[config.mk]
export PLATFORM = sky130hd
export DESIGN_NAME = store_write_arbiter
export DESIGN_NICKNAME = d
export VERILOG_FILES = /design/src/rtl/store_write_arbiter.sv
export SDC_FILE = /design/constraint.sdc
export NUM_CORES = 1
export LEC_CHECK = 0
export ABC_AREA = 1
export CAP_MARGIN = 40
export CORE_UTILIZATION = 39
export DETAILED_ROUTE_END_ITERATION = 16
export HOLD_SLACK_MARGIN = 0.02
export PLACE_DENSITY = 0.95
export SLEW_MARGIN = 20
export SYNTH_ARGS = -nofsm -noshare
export SYNTH_HDL_FRONTEND = slang
export SYNTH_SLANG_ARGS = --single-unit
export TNS_END_PERCENT = 10
[constraint.sdc]
create_clock -name clk -period 2.04 [get_ports clk]
set_input_delay 0.51 -clock clk [delete_from_list [all_inputs] [get_ports clk]]
set_output_delay 0.51 -clock clk [all_outputs]
set_load 0.02 [all_outputs]
[src/rtl/store_write_arbiter.sv]
// Write-path arbiter between the CPU store stage and the boot/debug loader.
// Optional loader anti-starvation counter is built when STORE_ARB_FAIRNESS_EN is defined.
module store_write_arbiter #(
  parameter int unsigned STARVE_LIMIT = 4
) (
  input  logic        clk,
  input  logic        rst_n,
  input  logic        cpu_valid,
  output logic        cpu_ready,
  input  logic [31:0] cpu_addr,
  input  logic [31:0] cpu_data,
  input  logic [2:0]  cpu_size,
  input  logic        ldr_valid,
  output logic        ldr_ready,
  input  logic [31:0] ldr_addr,
  input  logic [31:0] ldr_data,
  input  logic [2:0]  ldr_size,
  input  logic        ldr_last,
  input  logic        wr_stall,
  output logic        wr_store,
  output logic [31:0] wr_addr,
  output logic [31:0] wr_data,
  output logic [2:0]  wr_size,
  output logic        wr_src,
  output logic        err_size
);

  localparam logic [0:0] IDLE      = 1'b0;
  localparam logic [0:0] LDR_BURST = 1'b1;
  localparam logic [2:0] SIZE_MAX  = 3'b010;

  logic [0:0]  state;
  logic [0:0]  state_nxt;
  logic        force_ldr;
  logic        cpu_acc;
  logic        ldr_acc;
  logic [31:0] sel_addr;
  logic [31:0] sel_data;
  logic [2:0]  sel_size;

`ifdef STORE_ARB_FAIRNESS_EN
  logic [3:0] starve_cnt;

  assign force_ldr = (starve_cnt == 4'(STARVE_LIMIT));

  // Counts CPU wins only while the loader is actually waiting.
  always_ff @(posedge clk or negedge rst_n) begin
    if (!rst_n) begin
      starve_cnt <= '0;
    end else if (ldr_acc || !ldr_valid) begin
      starve_cnt <= '0;
    end else if (cpu_acc) begin
      starve_cnt <= starve_cnt + 4'd1;
    end
  end
`else
  logic unused_starve_limit;

  assign force_ldr           = 1'b0;
  assign unused_starve_limit = ^4'(STARVE_LIMIT);
`endif

  always_comb begin
    cpu_ready = 1'b0;
    ldr_ready = 1'b0;
    if (rst_n && !wr_stall) begin
      case (state)
        IDLE: begin
          if (force_ldr) begin
            ldr_ready = ldr_valid;
          end else begin
            cpu_ready = cpu_valid;
            ldr_ready = ldr_valid && !cpu_valid;
          end
        end
        LDR_BURST: ldr_ready = ldr_valid;
        default: ;
      endcase
    end
  end

  assign cpu_acc = cpu_valid && cpu_ready;
  assign ldr_acc = ldr_valid && ldr_ready;

  always_comb begin
    state_nxt = state;
    case (state)
      IDLE:      if (ldr_acc && !ldr_last) state_nxt = LDR_BURST;
      LDR_BURST: if (ldr_acc && ldr_last)  state_nxt = IDLE;
      default:   state_nxt = IDLE;
    endcase
  end

  always_ff @(posedge clk or negedge rst_n) begin
    if (!rst_n) begin
      state <= IDLE;
    end else begin
      state <= state_nxt;
    end
  end

  always_comb begin
    sel_addr = cpu_addr;
    sel_data = cpu_data;
    sel_size = cpu_size;
    if (ldr_acc) begin
      sel_addr = ldr_addr;
      sel_data = ldr_data;
      sel_size = ldr_size;
    end
  end

  // A stalled cycle freezes every wr_* output so a pending strobe is seen exactly once.
  always_ff @(posedge clk or negedge rst_n) begin
    if (!rst_n) begin
      wr_store <= 1'b0;
      wr_addr  <= '0;
      wr_data  <= '0;
      wr_size  <= '0;
      wr_src   <= 1'b0;
      err_size <= 1'b0;
    end else if (!wr_stall) begin
      if (cpu_acc || ldr_acc) begin
        wr_addr  <= sel_addr;
        wr_data  <= sel_data;
        wr_size  <= sel_size;
        wr_src   <= ldr_acc;
        wr_store <= (sel_size <= SIZE_MAX);
        err_size <= (sel_size > SIZE_MAX);
      end else begin
        wr_store <= 1'b0;
        err_size <= 1'b0;
      end
    end
  end

endmodule

### After elaboration in Yosys (flattened, before gate mapping)

Index checks and enable logic that the tools add are counted.

| storage, ports and cells | value |
|---|---|
| output and inout port bits | 72 |
| bits of input ports | 140 |
| logic and storage cells | 34 |
| bits in registers | 71 |

| cells by class | value |
|---|---|
| mux-type cells | 12 |
| magnitude comparators | 2 |
| bitwise operators | 2 |
| reductions and logical operators | 11 |

Operator list:

| operator | count |
|---|---|
| two-way mux 32 bit | 2 |
| two-way mux 1 bit | 7 |
| logical AND 1 bit | 6 |
| case mux 1 bit (2 select lines) | 2 |
| > comparator 3 x 2 -> 1 bit, second input constant | 1 |
| less-or-equal comparator 3 x 2 -> 1 bit, second input constant | 1 |
| zero test 1 bit | 3 |
| two-way mux 3 bit | 1 |
| NOT 1 bit | 2 |
| AND reduction 2 bit | 1 |
| logical OR 1 bit | 1 |

### Logic depth before layout (Yosys ltp)

Gate-level depths: netlist of the first run.

| logic depth | value |
|---|---|
| word-level depth | 8 |
| depth in mapped cells | 10 |
| mapped depth without buffers | 9 |

### Least setup slack after synthesis of the first run

OpenSTA, ideal clock, no wires.

| timing | value |
|---|---|
| kind | input to output |
| from | input rst_n |
| to | output ldr_ready |
| arrival | 1183 ps |
| stages | 5 |
| path buffers | 1 |
| slack | 347 ps |
| cell sequence | inv_1 -> nor2_4 -> nand3_2 -> inv_2 -> buf_2 |

| on the way | value |
|---|---|
| word-level cells in the longest chain between the ends | 2 |

RTL lines:

| what | RTL line | text |
|---|---|---|
| from (decl) | 7 | `input logic rst_n,` |
| logical AND 1 bit | 66 | `if (rst_n && !wr_stall) begin` |
| two-way mux 1 bit | 66 |  |
| to (decl) | 14 | `output logic ldr_ready,` |

Every way passes these cells.

### Final worst setup path of the first run

| timing | value |
|---|---|
| from | input cpu_valid |
| to | output ldr_ready |

| on the way | value |
|---|---|
| word-level cells in the longest chain between the ends | 4 |

RTL lines:

| what | RTL line | text |
|---|---|---|
| from (decl) | 8 | `input logic cpu_valid,` |
| zero test 1 bit | 73 | `ldr_ready = ldr_valid && !cpu_valid;` |
| logical AND 1 bit | 73 |  |
| case mux 1 bit (2 select lines) | 67 | `case (state)` |
| two-way mux 1 bit | 66 |  |

Every way passes these cells.

==> results.py, run 1 <==
metrics = {
    "synth": {
        "ys_seq_area_share_pct": 55.6,
        "synthDistinctLibCells": 18,
        "async_reset_ff_share_pct": 100,
        "synth-adder-area-share_pct": 0,
        "synth_top_cell_by_area": "dfrtp_1",
        "synth_top_area_share_pct": 55.6,
        "avgSynthCellArea_sq_um": 8.19,
        "syn_area_sq_um": 3190,
        "synth_top_family_by_area": "simple AND/OR/NAND/NOR gates",
        "ys_warn_count": 0,
        "syn_inst": 390,
        "synth_simple_gate_area_share_pct": 23.9,
        "synthXorXnorAreaFrac_pct": 0,
        "synth_seq_cells": 71,
        "synth_top_cells_by_count": "nand2_1, o21ai_0, dfrtp_1",
        "synth-compound-area-share_pct": 15.4,
        "synth_top_flop_cell": "dfrtp_1",
        "synth_area_leaders": "dfrtp_1, nand2_1, o21ai_0",
        "synth_edf_count": 0,
        "synth.area.mux_share_pct": 0,
        "synth_nets": 530,
        "yosysMostFrequentCell": "nand2_1",
    },
    "timing": {
        "hold_violations": 0,
        "worst_slack_ps": 65.9,
        "finalCriticalPeriod_ps": 1970,
        "tightestPinTransition_ps": 549,
        "fmax_ghz": 0.507,
        "period_share_pct": 96.8,
        "rsz0062_at_grt": "no",
        "maxSlewViolCount": 0,
        "max_slew_margin_pct": 63.4,
        "finClkSkew_ps": 6.03,
        "setup_viol": 0,
    },
    "global_routing": {
        "overflow": 0,
        "grt_max_degree": 53,
        "use_met1_pct": 28.2,
        "use_met2_pct": 46.1,
        "grt_util_all_layers_pct": 26.1,
        "use_met3_pct": 7.47,
        "grt_pass1_wl_um": 17300,
        "top_usage_layer": "met2",
        "antenna_found_initial": 0,
        "grt_pass1_vias": 3722,
    },
    "clock_network": {
        "clk_pin_slew_ps": 80,
        "cts_repair_resize_count": 7,
        "cts_made_buffers": 9,
        "h-tree-depth": 3,
        "ctsHoldBuffers": 0,
        "cts_tree": "built",
        "cts_buffer_depth": 2,
        "insertion_delay_ps": 330,
        "clockRootBuffer": "clkbuf_8",
        "cts_sinks": 71,
        "cts_setup_buffers": 0,
    },
    "drt": {
        "drc": 0,
        "drtAntennaViolNets": 0,
        "drt_iter0_markers": 118,
        "post_drt_wl_per_cell_um": 14.8,
        "avgViaCountPerCell": 5.00,
        "routed_wl_um": 10500,
        "dr.pass1.iters": 4,
        "vias": 3551,
    },
    "floorplanning": {
        "die-area_sq_um": 8560,
        "ioPinCount": 212,
        "placementRows": 32,
        "die_w_um": 92.5,
        "die_h_um": 92.5,
        "core-area_sq_um": 7810,
        "initial_core_util_pct": 40.9,
    },
    "critical_path": {
        "crit_family": "buffers and inverters",
        "cp_data_arrival_time_ps": 1460,
        "critical_path.max_stage_delay_ps": 420,
        "worstSetupPathType": "input port to output pin",
        "cp-end-kind": "output pin",
        "critPathSlowestCell": "clkdlybuf4s50_1",
        "crit_path_start_kind": "input port",
        "crit_chain": "clkdlybuf4s50_1 > nand2_2 > nand3_2 > inv_2 > clkdlybuf4s15_2",
        "path_max_fanout": 3,
        "worstPathRequired_ps": 1530,
        "cp_num_buf_inv": 3,
    },
    "job": {
        "maxCapViolCount": 0,
    },
    "status": {
        "status": "completed",
    },
    "layout": {
        "drive_above_1_share_pct": 6.74,
        "post-route-util_pct": 72.8,
        "layoutNonFillerInstCount": 710,
        "num_antenna_cells": 0,
        "fin_nets": 743,
        "area_growth_pct": 78.0,
        "fin_area_sq_um": 5690,
    },
    "placed_design": {
        "dpl-instance-area_sq_um": 5490,
        "portBuffers": 211,
        "dp_cells": 694,
        "dp_slack_ps": -394,
        "post-dp-hpwl_um": 7770,
        "gp_congestion": 0.794,
    },
    "power": {
        "vdd.ir_drop.worst_uv": 418,
        "p_per_area_nw_per_um2": 819,
        "p_leak_uw": 0.00249,
    },
    "worst_hold_path": {
        "hold_class": "input port to asynchronous set/reset pin",
    },
}
[worst reg2reg max path: cells and delay by family, from the launching register on]
family | cells | cell delay, ps
buffers and inverters | 2 | 520
flip-flops | 1 | 380
AND/OR/NAND/NOR | 7 | 590
[report_power, final]
group          switching [uW]  internal [uW]  leakage [uW]
clock                     510            591     0.0000981
combinational             830            879       0.00154
sequential                158           1690      0.000857
total                    1500           3160       0.00249
[worst paths after layout]
check                                       start                       to  slack (ps)  cells past startpoint
setup reg to reg                        flip-flop     wr_store$_DFFE_PN0N_         450                      9
setup / recovery                        cpu_valid                ldr_ready          70                      5
hold reg to reg            wr_data[2]$_DFFE_PN0P_   wr_data[2]$_DFFE_PN0P_         490                      2
hold / removal                              rst_n  wr_addr[29]$_DFFE_PN0P_         150                      2
min in group clk           wr_data[2]$_DFFE_PN0P_   wr_data[2]$_DFFE_PN0P_         490                      2
max in group asynchronous                   rst_n  wr_data[15]$_DFFE_PN0P_        1350                      3
[state kept, by name, indices dropped and copies added, names as in the netlist, named ones only]
name and count:
err_size 1, wr_addr 32, wr_data 32, wr_size 3, wr_src 1, wr_store 1
[cells in the final DEF, fill, tap and decap left out, drive strengths merged]
master         count
inv                6
dfrtp             71
o21ai             95
dlymetal6s2s       1
clkbuf            10
clkdlybuf4s50    206
nand4              2
clkdlybuf4s15      1
nand3             20
buf               17
bufinv             1
nor2              49
clkinv             4
nand2            120
clkinvlp           2
dlygate4sd2        1
a31oi              2
[cell type report]
class	count	area, sq um
repair buffers	226	2300
fillers	553	2120
flip-flops and latches	71	1780
multi-input cells	288	1260
clock buffers	10	138
well taps	102	128
clock inverters	6	60.1
inverters	7	26.3
[metal layers]
layer | part of all wire (%) | routed length [um] | up-vias
met5 | 0 | 0 | -
met4 | 3.5 | 367 | 0
met3 | 8.4 | 886 | 29
met2 | 50 | 5240 | 171
met1 | 38 | 4000 | 1651
li1 | - | - | 1700
[logic make-up after synthesis]
family	count (synthesis)
and+or+nand+nor	191
AOI/OAI and AO/OA	97
DFF	71
buffers and inverters	31
[stage by stage]
stage / setup TNS, ps / hold WS [ps] / power [uW]
6_report: 0 / 152 / 4660
5_1_grt: 0 / 154 / 4910
4_1_cts: 0 / 141 / 4710
3_5_place_dp: -5070 / 472 / 3580
3_3_place_gp: -2830 / 460 / 3520
2_1_floorplan: 0 / 214 / 2550
No activity file was read; power rests on OpenSTA's default activity.
==> inputs of run 2 (changes only) <==
Settings changed: CORE_UTILIZATION 39 to 33, PLACE_DENSITY 0.95 to 0.89, SLEW_MARGIN 20 to unset.
Clock period 2.04 ns to 1.8 ns, I/O delays scaled along.
==> results.py, run 2 (synthesis gave the netlist of run 1 again) <==
metrics = {
    "critical_path": {
        "cp_num_buf_inv": 1,
        "r2r_cells": 8,
        "critPathSlowestCell": "clkdlybuf4s50_1",
        "worstSetupPathType": "flip-flop to output pin",
        "cp-end-kind": "output pin",
        "path_max_fanout": 2,
        "crit_family": "buffers and inverters",
        "cp_data_arrival_time_ps": 1310,
        "worstPathRequired_ps": 1350,
        "r2r_setup_slack_ps": 290,
        "crit_path_start_kind": "flip-flop",
        "crit_chain": "clkdlybuf4s50_1",
        "critical_path.max_stage_delay_ps": 610,
        "rr_endpoint": "wr_store$_DFFE_PN0N_",
    },
    "placed_design": {
        "post-dp-hpwl_um": 7820,
        "portBuffers": 211,
        "gp_congestion": 0.747,
        "dp_slack_ps": -550,
    },
    "clock_network": {
        "ctsHoldBuffers": 0,
        "clk_pin_slew_ps": 80,
        "h-tree-depth": 3,
        "cts_buffer_depth": 2,
        "cts_tree": "built",
        "clockRootBuffer": "clkbuf_8",
        "cts_sinks": 71,
        "cts_made_buffers": 9,
        "insertion_delay_ps": 330,
    },
    "timing": {
        "max_slew_margin_pct": 71.6,
        "worst_slack_ps": 40.0,
        "period_share_pct": 97.8,
        "maxSlewViolCount": 0,
        "finClkSkew_ps": 6.10,
        "tightestPinTransition_ps": 425,
        "setup_viol": 0,
        "finalCriticalPeriod_ps": 1760,
        "fmax_ghz": 0.568,
        "hold_violations": 0,
    },
    "layout": {
        "post-route-util_pct": 62.5,
        "drive_above_1_share_pct": 7.22,
        "layout_common_cells": "clkdlybuf4s50_1, nand2_1, o21ai_0",
        "fin_nets": 744,
        "top_regs": "wr_addr: 32 flops, wr_data: 32 flops, wr_size: 3 flops",
        "num_antenna_cells": 0,
        "mostFrequentLayoutCell": "clkdlybuf4s50_1",
        "area_growth_pct": 82.6,
    },
    "drt": {
        "routed_wl_um": 10400,
        "avgViaCountPerCell": 4.76,
        "drtAntennaViolNets": 0,
        "dr.pass1.iters": 4,
        "post_drt_wl_per_cell_um": 14.0,
        "drc": 0,
        "drt_iter0_markers": 80,
        "vias": 3513,
    },
    "global_routing": {
        "grt_pass1_vias": 3566,
        "grt_max_degree": 53,
        "grt_pass1_wl_um": 16700,
        "overflow": 0,
        "grt_util_all_layers_pct": 21.2,
        "antenna_found_initial": 0,
    },
    "job": {
        "maxCapViolCount": 0,
    },
    "floorplanning": {
        "core-area_sq_um": 9330,
        "initial_core_util_pct": 34.2,
        "placementRows": 35,
        "die-area_sq_um": 10100,
        "ioPinCount": 212,
        "die_w_um": 100,
        "die_h_um": 100,
    },
    "status": {
        "status": "completed",
    },
    "power": {
        "p_per_area_nw_per_um2": 927,
        "vdd.ir_drop.worst_uv": 427,
        "p_leak_uw": 0.00283,
    },
    "worst_hold_path": {
        "hold_class": "input port to asynchronous set/reset pin",
    },
}
run 2: cell count changes in the layout (fill, tap and decap cells not counted), sizes merged:
| cell | change |
|---|---|
| bufinv | +1 |
| clkbuf | +1 |
| clkdlybuf4s50 | -36 |
| buf | +2 |
| dlygate4sd2 | +5 |
| clkinv | -2 |
| clkdlybuf4s15 | -1 |
| dlymetal6s2s | +31 |
run 2: what timing repair did:
item	CTS	global route
pin swaps	2	1
buffers inserted	1	0
setup endpoints to repair	7	40
gates resized for setup	19	35
run 2: worst max-delay path by stage:
stage / start / to / slack, ps / cells past startpoint
finish: wr_addr[28]$_DFFE_PN0P_ / wr_addr[28] / 40 / 1
global route: ldr_valid / ldr_ready / -0.08 / 4
CTS: wr_data[24]$_DFFE_PN0P_ / wr_data[24] / 0.09 / 1
detailed placement: wr_stall / ldr_ready / -550 / 5
global placement: wr_stall / ldr_ready / -540 / 5
floorplan: rst_n / ldr_ready / 230 / 5
run 2: power breakdown:
group / leakage (uW) / switching, uW / internal [uW] / total (uW)
sequential: 0.000857 / 171 / 1910 / 2080
combinational: 0.00186 / 937 / 949 / 1890
clock: 0.000112 / 586 / 854 / 1440
total: 0.00283 / 1690 / 3710 / 5410
run 2: stage by stage:
step           std cells  power (uW)  area (sq um)  hold WS (ps)  setup TNS (ps)
2_1_floorplan        390        2890          3190           154               0
3_3_place_gp         720        3990          5490           459          -13430
3_5_place_dp         721        4050          5510           457          -14610
4_1_cts              738        5510          5740           133               0
5_1_grt              738        5710          5830           154         -0.0820
6_report             738        5410          5830           142               0
run 2: final cells by class:
class,instances,area [sq um]
sequential,71,1780
multi-input combinational,288,1270
fill,794,3490
clock inverter,5,80.1
tap,129,161
inverter,7,30.0
timing repair buffer,227,2370
clock buffer,11,151
run 2: per-layer routing:
metal  GRT usage (%)  part of all wire (%)  vias to the layer above
li1                -                     -                     1700
met5               0                     0                        -
met2            38.2                    51                      163
met3            7.59                   9.5                       18
met4            9.92                   2.2                        0
met1            21.8                    37                     1632
